`config.mk`:
```
export PLATFORM = sky130hd
export DESIGN_NAME = program_loader
export DESIGN_NICKNAME = d
export VERILOG_FILES = /design/src/rtl/program_loader.sv
export SDC_FILE = /design/constraint.sdc
export NUM_CORES = 1
export LEC_CHECK = 0
export ABC_CLOCK_PERIOD_IN_PS = 3100
export BUFFER_PORTS_ARGS = -buffer_cell sky130_fd_sc_hd__clkbuf_2
export CAP_MARGIN = 15
export CORE_ASPECT_RATIO = 1.2
export CORE_UTILIZATION = 50
export CTS_CLUSTER_SIZE = 40
export DETAILED_ROUTE_END_ITERATION = 16
export HOLD_SLACK_MARGIN = 0.12
export PLACE_DENSITY = 0.75
export SYNTH_ARGS = -nofsm -noshare
export SYNTH_HDL_FRONTEND = slang
export SYNTH_SLANG_ARGS = --single-unit
```
`constraint.sdc`:
```
create_clock -name clk -period 3.1 [get_ports clk]
set_input_delay 0.775 -clock clk [delete_from_list [all_inputs] [get_ports clk]]
set_output_delay 0.775 -clock clk [all_outputs]
set_load 0.01 [all_outputs]
```
`src/rtl/program_loader.sv`:
```
// Program loader: clears program memory, then receives a byte stream
// (4-byte little-endian word count followed by the image) and writes it into
// memory one 32-bit word at a time, holds the core in reset for HOLD_CYCLES
// cycles and then releases it.
//
// Ports:
//   clk        - single clock, rising edge
//   reset      - asynchronous active-low reset of the whole block
//   in_valid   - byte offered on in_data
//   in_data    - byte stream (length header, then image)
//   in_ready   - byte accepted this cycle when in_valid is also high
//   mem_we     - program-memory write strobe
//   mem_addr   - word address of the write
//   mem_wdata  - write data
//   cpu_reset  - active-high core reset, 1 = core held
//   done       - load finished and core released
//   error      - header length exceeded memory depth
module program_loader #(
    parameter int unsigned ADDR_WIDTH  = 10,
    parameter int unsigned HOLD_CYCLES = 8
) (
    input  logic                  clk,
    input  logic                  reset,
    input  logic                  in_valid,
    input  logic [7:0]            in_data,
    output logic                  in_ready,
    output logic                  mem_we,
    output logic [ADDR_WIDTH-1:0] mem_addr,
    output logic [31:0]           mem_wdata,
    output logic                  cpu_reset,
    output logic                  done,
    output logic                  error
);

    typedef enum logic [2:0] {
        StClear,
        StLen,
        StData,
        StHold,
        StRun,
        StError
    } state_e;

    localparam logic [32:0]           Depth    = 33'(1) << ADDR_WIDTH;
    localparam logic [ADDR_WIDTH-1:0] LastAddr = '1;
    localparam logic [ADDR_WIDTH-1:0] AddrOne  = ADDR_WIDTH'(1);
    localparam logic [7:0]            HoldLast = 8'(HOLD_CYCLES - 1);

    state_e                state_q, state_d;
    logic                  sync_q;
    logic [ADDR_WIDTH-1:0] addr_q, addr_d;
    logic [1:0]            byte_cnt_q, byte_cnt_d;
    logic [23:0]           acc_q, acc_d;
    logic [31:0]           remain_q, remain_d;
    logic [7:0]            hold_q, hold_d;
    logic                  we_q, we_d;
    logic [ADDR_WIDTH-1:0] wa_q, wa_d;
    logic [31:0]           wd_q, wd_d;

    logic                  accept;
    logic [31:0]           word;

    assign in_ready  = (state_q == StLen) || (state_q == StData);
    assign accept    = in_valid && in_ready;
    // Newest byte lands on top; after four bytes the first one sits in [7:0].
    assign word      = {in_data, acc_q};

    // CLEAR writes come straight from the counter; DATA writes are a registered pulse.
    assign mem_we    = ((state_q == StClear) && sync_q) || we_q;
    assign mem_addr  = (state_q == StClear) ? addr_q : wa_q;
    assign mem_wdata = (state_q == StClear) ? 32'h0 : wd_q;
    assign cpu_reset = (state_q != StRun);
    assign done      = (state_q == StRun);
    assign error     = (state_q == StError);

    always_comb begin
        state_d    = state_q;
        addr_d     = addr_q;
        byte_cnt_d = byte_cnt_q;
        acc_d      = acc_q;
        remain_d   = remain_q;
        hold_d     = hold_q;
        we_d       = 1'b0;
        wa_d       = wa_q;
        wd_d       = wd_q;

        unique case (state_q)
            StClear: begin
                if (sync_q) begin
                    addr_d = addr_q + AddrOne;
                    if (addr_q == LastAddr) begin
                        state_d = StLen;
                    end
                end
            end
            StLen: begin
                if (accept) begin
                    acc_d      = word[31:8];
                    byte_cnt_d = byte_cnt_q + 2'd1;
                    if (byte_cnt_q == 2'd3) begin
                        acc_d = '0;
                        if ({1'b0, word} > Depth) begin
                            state_d = StError;
                        end else if (word == 32'h0) begin
                            state_d = StHold;
                        end else begin
                            state_d  = StData;
                            remain_d = word;
                            addr_d   = '0;
                        end
                    end
                end
            end
            StData: begin
                if (accept) begin
                    acc_d      = word[31:8];
                    byte_cnt_d = byte_cnt_q + 2'd1;
                    if (byte_cnt_q == 2'd3) begin
                        acc_d    = '0;
                        we_d     = 1'b1;
                        wa_d     = addr_q;
                        wd_d     = word;
                        addr_d   = addr_q + AddrOne;
                        remain_d = remain_q - 32'd1;
                        if (remain_q == 32'd1) begin
                            state_d = StHold;
                        end
                    end
                end
            end
            StHold: begin
                if (hold_q == HoldLast) begin
                    state_d = StRun;
                end else begin
                    hold_d = hold_q + 8'd1;
                end
            end
            StRun, StError: begin
            end
            default: state_d = StClear;
        endcase
    end

    always_ff @(posedge clk or negedge reset) begin
        if (!reset) begin
            state_q    <= StClear;
            sync_q     <= 1'b0;
            addr_q     <= '0;
            byte_cnt_q <= '0;
            acc_q      <= '0;
            remain_q   <= '0;
            hold_q     <= '0;
            we_q       <= 1'b0;
            wa_q       <= '0;
            wd_q       <= '0;
        end else begin
            state_q    <= state_d;
            // Single-stage release: CLEAR writes start after the first edge and
            // the first one is captured on the second edge after deassertion.
            sync_q     <= 1'b1;
            addr_q     <= addr_d;
            byte_cnt_q <= byte_cnt_d;
            acc_q      <= acc_d;
            remain_q   <= remain_d;
            hold_q     <= hold_d;
            we_q       <= we_d;
            wa_q       <= wa_d;
            wd_q       <= wd_d;
        end
    end

endmodule

```
### Word level (Yosys, flattened, before mapping)

Index checks and enable logic that the tools add are counted.

| storage, ports and cells | value |
|---|---|
| register bits | 123 |
| bits in latches | 0 |
| RAM bits | 0 |
| bits in read-only memories | 0 |
| input bits | 11 |
| output and inout bits | 47 |
| memories | 0 |

| cells by class | value |
|---|---|
| add/subtract/negate cells | 4 |
| multiply operators | 0 |
| div/mod/pow operators | 0 |
| order comparisons | 1 |
| equality and inequality tests | 20 |
| shift operators | 0 |
| multiplexer cells | 32 |
| bitwise logic cells | 2 |
| reduce and logical (&&, ||, !) cells | 16 |

Operators with widths:

| kind | number |
|---|---|
| 32-bit two-way mux | 7 |
| 10-bit two-way mux | 8 |
| 32-bit case mux with 2 select lines | 1 |
| 32-bit by 1-bit equality test with 1-bit output, second input constant | 1 |
| 32-bit by 11-bit > comparator with 1-bit output, second input constant | 1 |
| 32-bit logical NOT | 1 |
| 32-bit by 1-bit subtractor with 32-bit output, second input constant | 1 |
| 10-bit case mux with 3 select lines | 1 |
| 3-bit two-way mux | 9 |
| 24-bit two-way mux | 1 |
| 3-bit case mux with 5 select lines | 1 |
| 2-bit != test, second input constant | 6 |
| 10-bit by 1-bit adder with 10-bit output, second input constant | 1 |
| 10-bit equality test, second input constant | 1 |
| 9-bit AND reduction | 1 |
| 8-bit by 1-bit adder with 8-bit output, second input constant | 1 |
| 8-bit by 3-bit equality test with 1-bit output, second input constant | 1 |
| 2-bit by 1-bit != test with 1-bit output, second input constant | 4 |
| 8-bit AND reduction | 1 |
| 7-bit AND reduction | 1 |
| 3-bit by 2-bit equality test with 1-bit output, second input constant | 2 |
| 3-bit equality test, second input constant | 2 |
| 1-bit two-way mux | 4 |
| 2-bit AND reduction | 2 |
| 12 further kinds | 16 |

### Longest topological paths before layout

Gate-level depths: netlist of run 1.

| depth | value |
|---|---|
| depth after elaboration | 6 |
| gate-level depth with buffers | 9 |
| gate-level depth less buffers | 7 |

### Worst setup path before layout of run 1

OpenSTA, ideal clock, no wires.

| timing | value |
|---|---|
| kind | register to output |
| from | register state_q[0] |
| to | output port mem_addr[2] |
| arrival | 1845 ps |
| required time | 2325 ps |
| slack | 480 ps |
| stages on the path, launching flop included | 5 |
| buffers on the path | 2 |
| cells stage by stage | dfrtp_1 > clkbuf_1 > nor3_1 > clkbuf_1 > mux2_2 |

| between the ends | value |
|---|---|
| word-level cells in the longest chain between the ends | 2 |

RTL lines:

| element | RTL line | text |
|---|---|---|
| start: declaration | 49 | `state_e state_q, state_d;` |
| start signal: assignment | 146 | `state_q <= StClear;` |
| start signal: assignment | 157 | `state_q <= state_d;` |
| 3-bit logical NOT | 70 | `assign mem_addr = (state_q == StClear) ? addr_q : wa_q;` |
| 10-bit two-way mux | 70 |  |
| end: declaration | 28 | `output logic [ADDR_WIDTH-1:0] mem_addr,` |

Every way passes these cells.

### Worst setup path in the final report of run 1

| timing | value |
|---|---|
| from | register state_q[0] |
| to | output port mem_addr[9] |

Same word-level chain as after synthesis.

==> results of run 1 <==
## layer usage
metal | share of wire | global-route usage
met5 | 0 | 0
met4 | 0.028 | 0.124
met3 | 0.049 | 0.0420
met2 | 0.50 | 0.399
met1 | 0.42 | 0.298
## worst max-delay path: stages (launching register included)
cell and delay [ns]:
dfrtp_1 0.53, nor3_2 0.25, buf_4 0.38, mux2_2 0.39
clkbuf_2 0.13
## worst min-delay path by stage
| stage | start | endpoint | slack (ns) | depth (start not counted) |
|---|---|---|---|---|
| 6_report | reset | wd_q[3]$_DFFE_PN0P_ | 0.45 | 2 |
| 3_3_place_gp | wd_q[4]$_DFFE_PN0P_ | wd_q[4]$_DFFE_PN0P_ | 0.45 | 2 |
| 2_1_floorplan | wd_q[24]$_DFFE_PN0P_ | wd_q[24]$_DFFE_PN0P_ | 0.44 | 2 |
| 3_5_place_dp | wd_q[9]$_DFFE_PN0P_ | wd_q[9]$_DFFE_PN0P_ | 0.46 | 2 |
| 4_1_cts | wd_q[10]$_DFFE_PN0P_ | wd_q[10]$_DFFE_PN0P_ | 0.47 | 2 |
| 5_1_grt | hold_q[7]$_DFFE_PN0P_ | hold_q[7]$_DFFE_PN0P_ | 0.49 | 1 |
## sequential cells by signal, summed over array words and instances, names as in the netlist
name        flops
hold_q          8
state_q         3
acc_q          24
byte_cnt_q      2
remain_q       32
addr_q         10
wd_q           32
we_q            1
wa_q           10
sync_q          1
## kinds of logic after synthesis
kind of cell               count (synthesis)
buffers and inverters                     46
muxes                                     14
and+or+nand+nor                          394
xor gates and xnor gates                   9
adders and majority gates                  5
DFF                                      123
other                                      1
AOI/OAI and AO/OA                        119
## layout make-up
type	instances	area (um2)	share of cell area
sequential	123	3080	0.419
inverter	5	18.8	0.00256
clock inverter	11	190	0.0259
clock buffer	21	470	0.0641
multi-input combinational	542	2970	0.404
tap	161	201	0.0275
timing repair buffer	72	413	0.0563
## power groups by stage
stage / Sequential, mW / Clock [mW] / Combinational (mW)
floorplan: 1.71 / 0 / 0.139
global placement: 1.73 / 0 / 0.214
detailed placement: 1.73 / 0 / 0.221
CTS: 1.71 / 2.22 / 0.223
global route: 1.72 / 2.29 / 0.245
finish: 1.71 / 2.20 / 0.219
## cell usage after synthesis, types with 6 or more instances
| library cell | number | area, um2 |
|---|---|---|
| a21oi_1 | 29 | 145 |
| a31oi_1 | 13 | 81.3 |
| and3_1 | 6 | 37.5 |
| clkbuf_1 | 35 | 131 |
| dfrtp_1 | 123 | 3080 |
| mux2_2 | 12 | 135 |
| nand2_1 | 205 | 769 |
| nand3_1 | 15 | 75.1 |
| nand3b_1 | 26 | 195 |
| nor2_1 | 41 | 154 |
| nor2b_1 | 36 | 225 |
| nor3_1 | 16 | 80.1 |
| nor4_1 | 8 | 50.1 |
| o21ai_0 | 34 | 170 |
| o21ai_1 | 9 | 45.0 |
| xnor2_1 | 6 | 52.6 |
## per-stage QoR
| stage | util | instance area [um2] | setup slack (ns) |
|---|---|---|---|
| 2_1_floorplan | - | 6220 | 0.480 |
| 3_3_place_gp | 0.551 | 6680 | 0.420 |
| 3_5_place_dp | 0.551 | 6680 | 0.378 |
| 4_1_cts | 0.606 | 7340 | 0.215 |
| 5_1_grt | 0.606 | 7340 | 0.0537 |
| 6_report | 0.606 | 7340 | 0.222 |
## placed cells by master, fill, tap and decap left out, types with 6 or more instances in the layout
master | Yosys | layout
nand2_1 | 205 | 204
o21ai_0 | 34 | 34
xnor2_1 | 6 | 6
clkbuf_16 | 0 | 17
nor3_1 | 16 | 15
a21oi_1 | 29 | 29
dfrtp_1 | 123 | 123
nor2_1 | 41 | 41
nand3_1 | 15 | 15
and3_1 | 6 | 6
clkbuf_2 | 0 | 56
buf_4 | 2 | 15
nor2b_1 | 36 | 36
o21ai_1 | 9 | 9
a31oi_1 | 13 | 13
mux2_2 | 12 | 12
nand3b_1 | 26 | 26
nor4_1 | 8 | 8
==> results.json, run 1 <==
{
  "core_area_um2": 12100,
  "ir_drop_v": 0.000385,
  "total_power_mw": 4.13,
  "area_growth_pct": 17.9,
  "wl_per_cell_um": 15.7,
  "antenna_cells": 0,
  "drc": 0,
  "criticalPathCategory": "flip-flop to primary output",
  "post_cts_buffers": 0,
  "rows": 44,
  "synth_nets": 727,
  "pwr-share-seq": 0.414,
  "report.final.slew_viol_count": 0,
  "drtPass1Iterations": 6,
  "switching_share": 0.218,
  "muxShareOfSynthArea": 0.0249,
  "whs_ns": 0.448,
  "cts_buffers": 17,
  "ys_seq_elements": 123,
  "fin_setup_tns_ns": 0,
  "cp.arrival_ns": 2.10,
  "dp_hpwl_um": 9570,
  "num_vias": 5336,
  "cts_tree": "yes",
  "cellPowerDensity_nw_per_um2": 562,
  "period_needed_ns": 2.88,
  "min_period_over_period": 0.928,
  "hold_viol": 0,
  "yosys.area_share.simple": 0.311,
  "synth_top_family_by_area": "simple AND/OR/NAND/NOR gates",
  "port_buffers": 57,
  "postCtsHoldBufs": 0,
  "fill_cells": 1079,
  "start_util": 0.514,
  "synth_xor_area_frac": 0.0127,
  "end_kind": "primary output",
  "synth_edf_count": 0,
  "synthAdderAreaFrac": 0.0101,
  "synthFlopType": "dfrtp_1",
  "syn-cell-area_um2": 6220,
  "rsz0062_at_grt": "false",
  "cts-resized-gates": 0,
  "max_freq_ghz": 0.347,
  "hold_path.class": "input port to async pin",
  "clock_power_share": 0.533,
  "async_flop_share": 1.00,
  "grt_pass1_wl_um": 24900,
  "ant_nets": 0,
  "grt_max_degree": 124,
  "ff2ff_setup_slack_ns": 0.60,
  "h-tree-depth": 4,
  "worstRegToRegCells": 6,
  "grt_usage": 0.240,
  "final_cells": 935,
  "synth_compound_area_frac": 0.116,
  "combPwrFrac": 0.053,
  "antenna_found_initial": 0,
  "placed_cells": 903,
  "relSlewSlack": 0.542,
  "post_synth.cell_area_avg_um2": 8.75,
  "p_int_mw": 3.23,
  "setup.worst_path.end": "mem_addr[9]",
  "power_switching_uw": 900,
  "ys_types": 57,
  "path_clk_slew_ns": 0.06,
  "drt-total-wl_um": 14700,
  "power.leakage_nw": 3.72,
  "clkLatencyLatePin_ns": 0.42,
  "finalClockSkew_ns": 0.00767,
  "setup_viol_count_final": 0,
  "clk_path_buf_depth": 2,
  "pin_count": 58,
  "synth_cells": 711,
  "drt_iter0_drc": 453,
  "dieArea_um2": 12900,
  "max_cap_viol_count": 0,
  "ys_warn_count": 0,
  "root_buffer": "clkbuf_16",
  "place_congestion": 0.814,
  "avgViaCountPerCell": 5.71,
  "gr-total-overflow": 0,
  "crit_fanout": 35,
  "dieWidth_um": 104,
  "critPathLaunch": "state_q[0]$_DFFE_PN0P_",
  "final_nets": 777,
  "status": "finished clean",
  "drive_gt1_frac": 0.169,
  "die_h_um": 124,
  "clkSinkCount": 123,
  "worst_slew_pin_slew_ns": 0.684,
  "r2r-start": "remain_q[4]$_DFFE_PN0P_",
  "cp-start-kind": "flip-flop",
  "worstPathRequired_ns": 2.32,
  "r2r_end": "remain_q[29]$_DFFE_PN0P_",
  "synth-seq-area-share": 0.495,
  "first_global_vias": 5216
}
Note: power is estimated with default switching activity, not from simulation.
==> run 2, diff against run 1 <==
Settings changed: CORE_ASPECT_RATIO 1.2 to default.
==> results.json, run 2 (synthesis gave the netlist of run 1 again) <==
{
  "drt_iter0_drc": 386,
  "grt_pass1_wl_um": 24900,
  "criticalPathCategory": "flip-flop to primary output",
  "h-tree-depth": 4,
  "placed_cell_area_um2": 6700,
  "status": "finished clean",
  "dp_hpwl_um": 9940,
  "clkLatencyLatePin_ns": 0.42,
  "period_needed_ns": 2.79,
  "fill_cells": 1029,
  "fin_setup_tns_ns": 0,
  "ir_drop_v": 0.000419,
  "dieArea_um2": 12900,
  "cts-resized-gates": 0,
  "antenna_cells": 0,
  "power.leakage_nw": 3.69,
  "clk_path_buf_depth": 2,
  "ff2ff_setup_slack_ns": 0.67,
  "avgViaCountPerCell": 5.64,
  "rsz0062_at_grt": "false",
  "ant_nets": 0,
  "finalClockSkew_ns": 0.00499,
  "pin_count": 58,
  "hold_viol": 0,
  "port_buffers": 57,
  "grt_max_degree": 46,
  "min_period_over_period": 0.900,
  "max_cap_viol_count": 0,
  "postCtsHoldBufs": 0,
  "cp.arrival_ns": 2.02,
  "worst_slew_pin_slew_ns": 0.594,
  "drtPass1Iterations": 5,
  "root_buffer": "clkbuf_16",
  "cp_slowest_cell": "dfrtp_1",
  "antenna_found_initial": 0,
  "cts_tree": "yes",
  "largestRegisters": "remain_q (32), wd_q (32), acc_q (24)",
  "drc": 0,
  "start_util": 0.516,
  "drt-total-wl_um": 14800,
  "dieWidth_um": 114,
  "hold_path.class": "input port to async pin",
  "cp-start-kind": "flip-flop",
  "report.final.slew_viol_count": 0,
  "gr-total-overflow": 0,
  "post_cts_buffers": 0,
  "die_h_um": 114,
  "layout_common_cells": "nand2_1, dfrtp_1, clkbuf_2, nor2_1, nor2b_1",
  "grt_usage": 0.248,
  "worstPathRequired_ns": 2.32,
  "clkSinkCount": 123,
  "drive_gt1_frac": 0.171,
  "area_growth_pct": 17.2,
  "relSlewSlack": 0.604,
  "pre_cts_slack_ns": 0.363,
  "cts_buffers": 17,
  "critPathMaxStageDelay_ns": 0.52,
  "final_nets": 779,
  "wl_per_cell_um": 15.7,
  "rows": 40,
  "path_cells": "nor3_2 > buf_4 > mux2_2 > clkbuf_2",
  "core_area_um2": 12100,
  "max_freq_ghz": 0.358,
  "first_global_vias": 5067,
  "crit_fanout": 11,
  "final_common_cell": "nand2_1",
  "layout_setup_ws_ns": 0.310,
  "end_kind": "primary output",
  "num_vias": 5321,
  "path_clk_slew_ns": 0.05,
  "final_area_um2": 7290,
  "total_power_mw": 3.89,
  "place_congestion": 0.846,
  "cellPowerDensity_nw_per_um2": 534,
  "setup_viol_count_final": 0
}
run 2: cell count changes in the layout (fill, tap and decap cells not counted):
cell        change
clkinvlp_4      +3
clkinv_4        -1
buf_4           +2
bufinv_16       -3
clkinv_2        +1
run 2: worst paths after layout:
path,start,end,cells past startpoint
setup / recovery,state_q[1]$_DFFE_PN0P_,mem_addr[2],4
hold / removal,reset,wd_q[3]$_DFFE_PN0P_,1
setup reg to reg,remain_q[2]$_DFFE_PN0P_,remain_q[29]$_DFFE_PN0P_,6
hold reg to reg,wd_q[27]$_DFFE_PN0P_,wd_q[27]$_DFFE_PN0P_,2
max in group asynchronous,reset,wa_q[4]$_DFFE_PN0P_,2
min in group clk,wd_q[27]$_DFFE_PN0P_,wd_q[27]$_DFFE_PN0P_,2
run 2: metrics by stage:
| stage | hold slack [ns] | instances | utilization |
|---|---|---|---|
| 5_1_grt | 0.411 | 944 | 0.604 |
| 4_1_cts | 0.386 | 944 | 0.604 |
| 3_3_place_gp | 0.453 | 912 | 0.556 |
| 3_5_place_dp | 0.455 | 912 | 0.556 |
| 6_report | 0.364 | 944 | 0.604 |
| 2_1_floorplan | 0.438 | 711 | - |
run 2: cell type report:
cell class | instances | area [um2] | area share
timing repair buffer | 74 | 428 | 0.0587
inverter | 5 | 18.8 | 0.00257
sequential | 123 | 3080 | 0.422
clock inverter | 11 | 119 | 0.0163
multi-input combinational | 542 | 2970 | 0.407
clock buffer | 21 | 470 | 0.0645
tap | 168 | 210 | 0.0288
run 2: power breakdown:
part | switching [mW] | internal (mW)
sequential | 0.0693 | 1.64
clock | 0.710 | 1.24
combinational | 0.131 | 0.0981
run 2: per-layer routing:
metal,GRT usage,wire length [um]
met4,0.0798,197
met2,0.403,7200
met5,0,0
met1,0.329,6730
met3,0.0590,693
run 2: worst max-delay path: cells and delay by family, from the launching register on:
family                 cells  cell delay (ns)
multiplexers               1             0.36
buffers and inverters      2             0.37
AND/OR/NAND/NOR            1             0.34
flip-flops                 1             0.52
==> run 3, diff against run 2 <==
==> constraint.sdc (replaced) <==
create_clock -name clk -period 3.1 [get_ports clk]
set_input_delay 0.775 -clock clk [delete_from_list [all_inputs] [get_ports clk]]
set_output_delay 0.775 -clock clk [all_outputs]
set_load 0.05 [all_outputs]
==> results.json, run 3 (synthesis gave the netlist of run 1 again) <==
{
  "pre_cts_slack_ns": 0.452,
  "grt_pass1_wl_um": 24700,
  "dieWidth_um": 114,
  "die_h_um": 114,
  "antenna_found_initial": 0,
  "cts-resized-gates": 0,
  "cts_tree": "yes",
  "cp-start-kind": "flip-flop",
  "dp_hpwl_um": 9770,
  "drtPass1Iterations": 5,
  "period_needed_ns": 2.89,
  "clk_path_buf_depth": 2,
  "min_period_over_period": 0.934,
  "worstPathRequired_ns": 2.32,
  "final_nets": 777,
  "fin_setup_tns_ns": 0,
  "root_buffer": "clkbuf_16",
  "drc": 0,
  "clkLatencyLatePin_ns": 0.42,
  "placed_cells": 910,
  "core_area_um2": 12100,
  "final_util": 0.606,
  "h-tree-depth": 4,
  "criticalPathCategory": "flip-flop to primary output",
  "hold_path.class": "input port to async pin",
  "rsz0062_at_grt": "false",
  "top_layer_used": "met4",
  "drt_iter0_drc": 394,
  "gr-total-overflow": 0,
  "ir_drop_v": 0.000346,
  "wl_per_cell_um": 15.7,
  "area_growth_pct": 17.5,
  "place_congestion": 0.839,
  "max_freq_ghz": 0.346,
  "ff2ff_setup_slack_ns": 0.50,
  "critPathMaxStageDelay_ns": 0.61,
  "crit_fanout": 13,
  "status": "finished clean",
  "clkSinkCount": 123,
  "end_kind": "primary output",
  "pin_count": 58,
  "start_util": 0.516,
  "layout_setup_ws_ns": 0.206,
  "largestRegisters": "remain_q (32), wd_q (32), acc_q (24)",
  "cpMostUsedCell": "nand2_1",
  "final_common_cell": "nand2_1",
  "report.final.slew_viol_count": 0,
  "layout_common_cells": "nand2_1, dfrtp_1, clkbuf_2, nor2_1, nor2b_1",
  "antenna_cells": 0,
  "post_cts_buffers": 0,
  "cellPowerDensity_nw_per_um2": 563,
  "cp_slowest_cell": "dfrtp_1",
  "drive_gt1_frac": 0.168,
  "avgViaCountPerCell": 5.66,
  "met3_length_um": 727,
  "cts_buffers": 17,
  "ant_nets": 0,
  "final_cells": 941,
  "drt-total-wl_um": 14800,
  "relSlewSlack": 0.601,
  "cp.arrival_ns": 2.12,
  "setup_viol_count_final": 0,
  "hold_viol": 0,
  "finalClockSkew_ns": 0.00567,
  "max_cap_viol_count": 0,
  "port_buffers": 57,
  "first_global_vias": 5037,
  "num_vias": 5323,
  "grt_usage": 0.246,
  "worst_slew_pin_slew_ns": 0.595,
  "wl_met2_um": 7160,
  "postCtsHoldBufs": 0,
  "path_clk_slew_ns": 0.05,
  "grt_max_degree": 73,
  "power.leakage_nw": 3.71,
  "rows": 40,
  "wl_met1_um": 6640,
  "dieArea_um2": 12900,
  "path_cells": "nor2b_1 > nand2_1 > nand2_1 > clkbuf_2"
}
## run 3: cell type report
class | count | area, um2
fill | 996 | 4750
sequential | 123 | 3080
multi-input combinational | 542 | 2970
clock buffer | 24 | 512
timing repair buffer | 72 | 413
tap | 168 | 210
clock inverter | 7 | 110
inverter | 5 | 18.8
## run 3: routing by layer
metal / up-vias / track usage
li1: 2534 / -
met1: 2612 / 0.330
met2: 156 / 0.393
met3: 21 / 0.0521
met4: 0 / 0.100
met5: - / 0
## run 3: report_power, final
group | switching, mW | internal (mW)
logic | 0.241 | 0.0967
clock network | 0.682 | 1.38
registers | 0.0702 | 1.64
total | 0.993 | 3.12
## run 3: worst paths after layout
| path | startpoint | endpoint | cells past startpoint |
|---|---|---|---|
| max | state_q[0]$_DFFE_PN0P_ | in_ready | 4 |
| max in group asynchronous | reset | wa_q[3]$_DFFE_PN0P_ | 2 |
| min | reset | remain_q[3]$_DFFE_PN0P_ | 1 |
| max reg2reg | state_q[0]$_DFFE_PN0P_ | remain_q[26]$_DFFE_PN0P_ | 8 |
| min reg2reg | wd_q[1]$_DFFE_PN0P_ | wd_q[1]$_DFFE_PN0P_ | 2 |
| min in group clk | wd_q[1]$_DFFE_PN0P_ | wd_q[1]$_DFFE_PN0P_ | 2 |
## run 3: through the flow
stage | instance area, um2 | hold slack (ns) | power, mW
after floorplan | 6220 | 0.438 | 1.96
after detailed placement | 6690 | 0.455 | 2.07
after CTS | 7310 | 0.258 | 4.14
after global placement | 6690 | 0.454 | 2.06
after global routing | 7310 | 0.270 | 4.23
final | 7310 | 0.256 | 4.11
## run 3: critical path, delay by kind of cell (launching register included)
family / cells / cell delay [ns]
DFF: 1 / 0.61
and+or+nand+nor: 3 / 0.80
buffers and inverters: 1 / 0.29
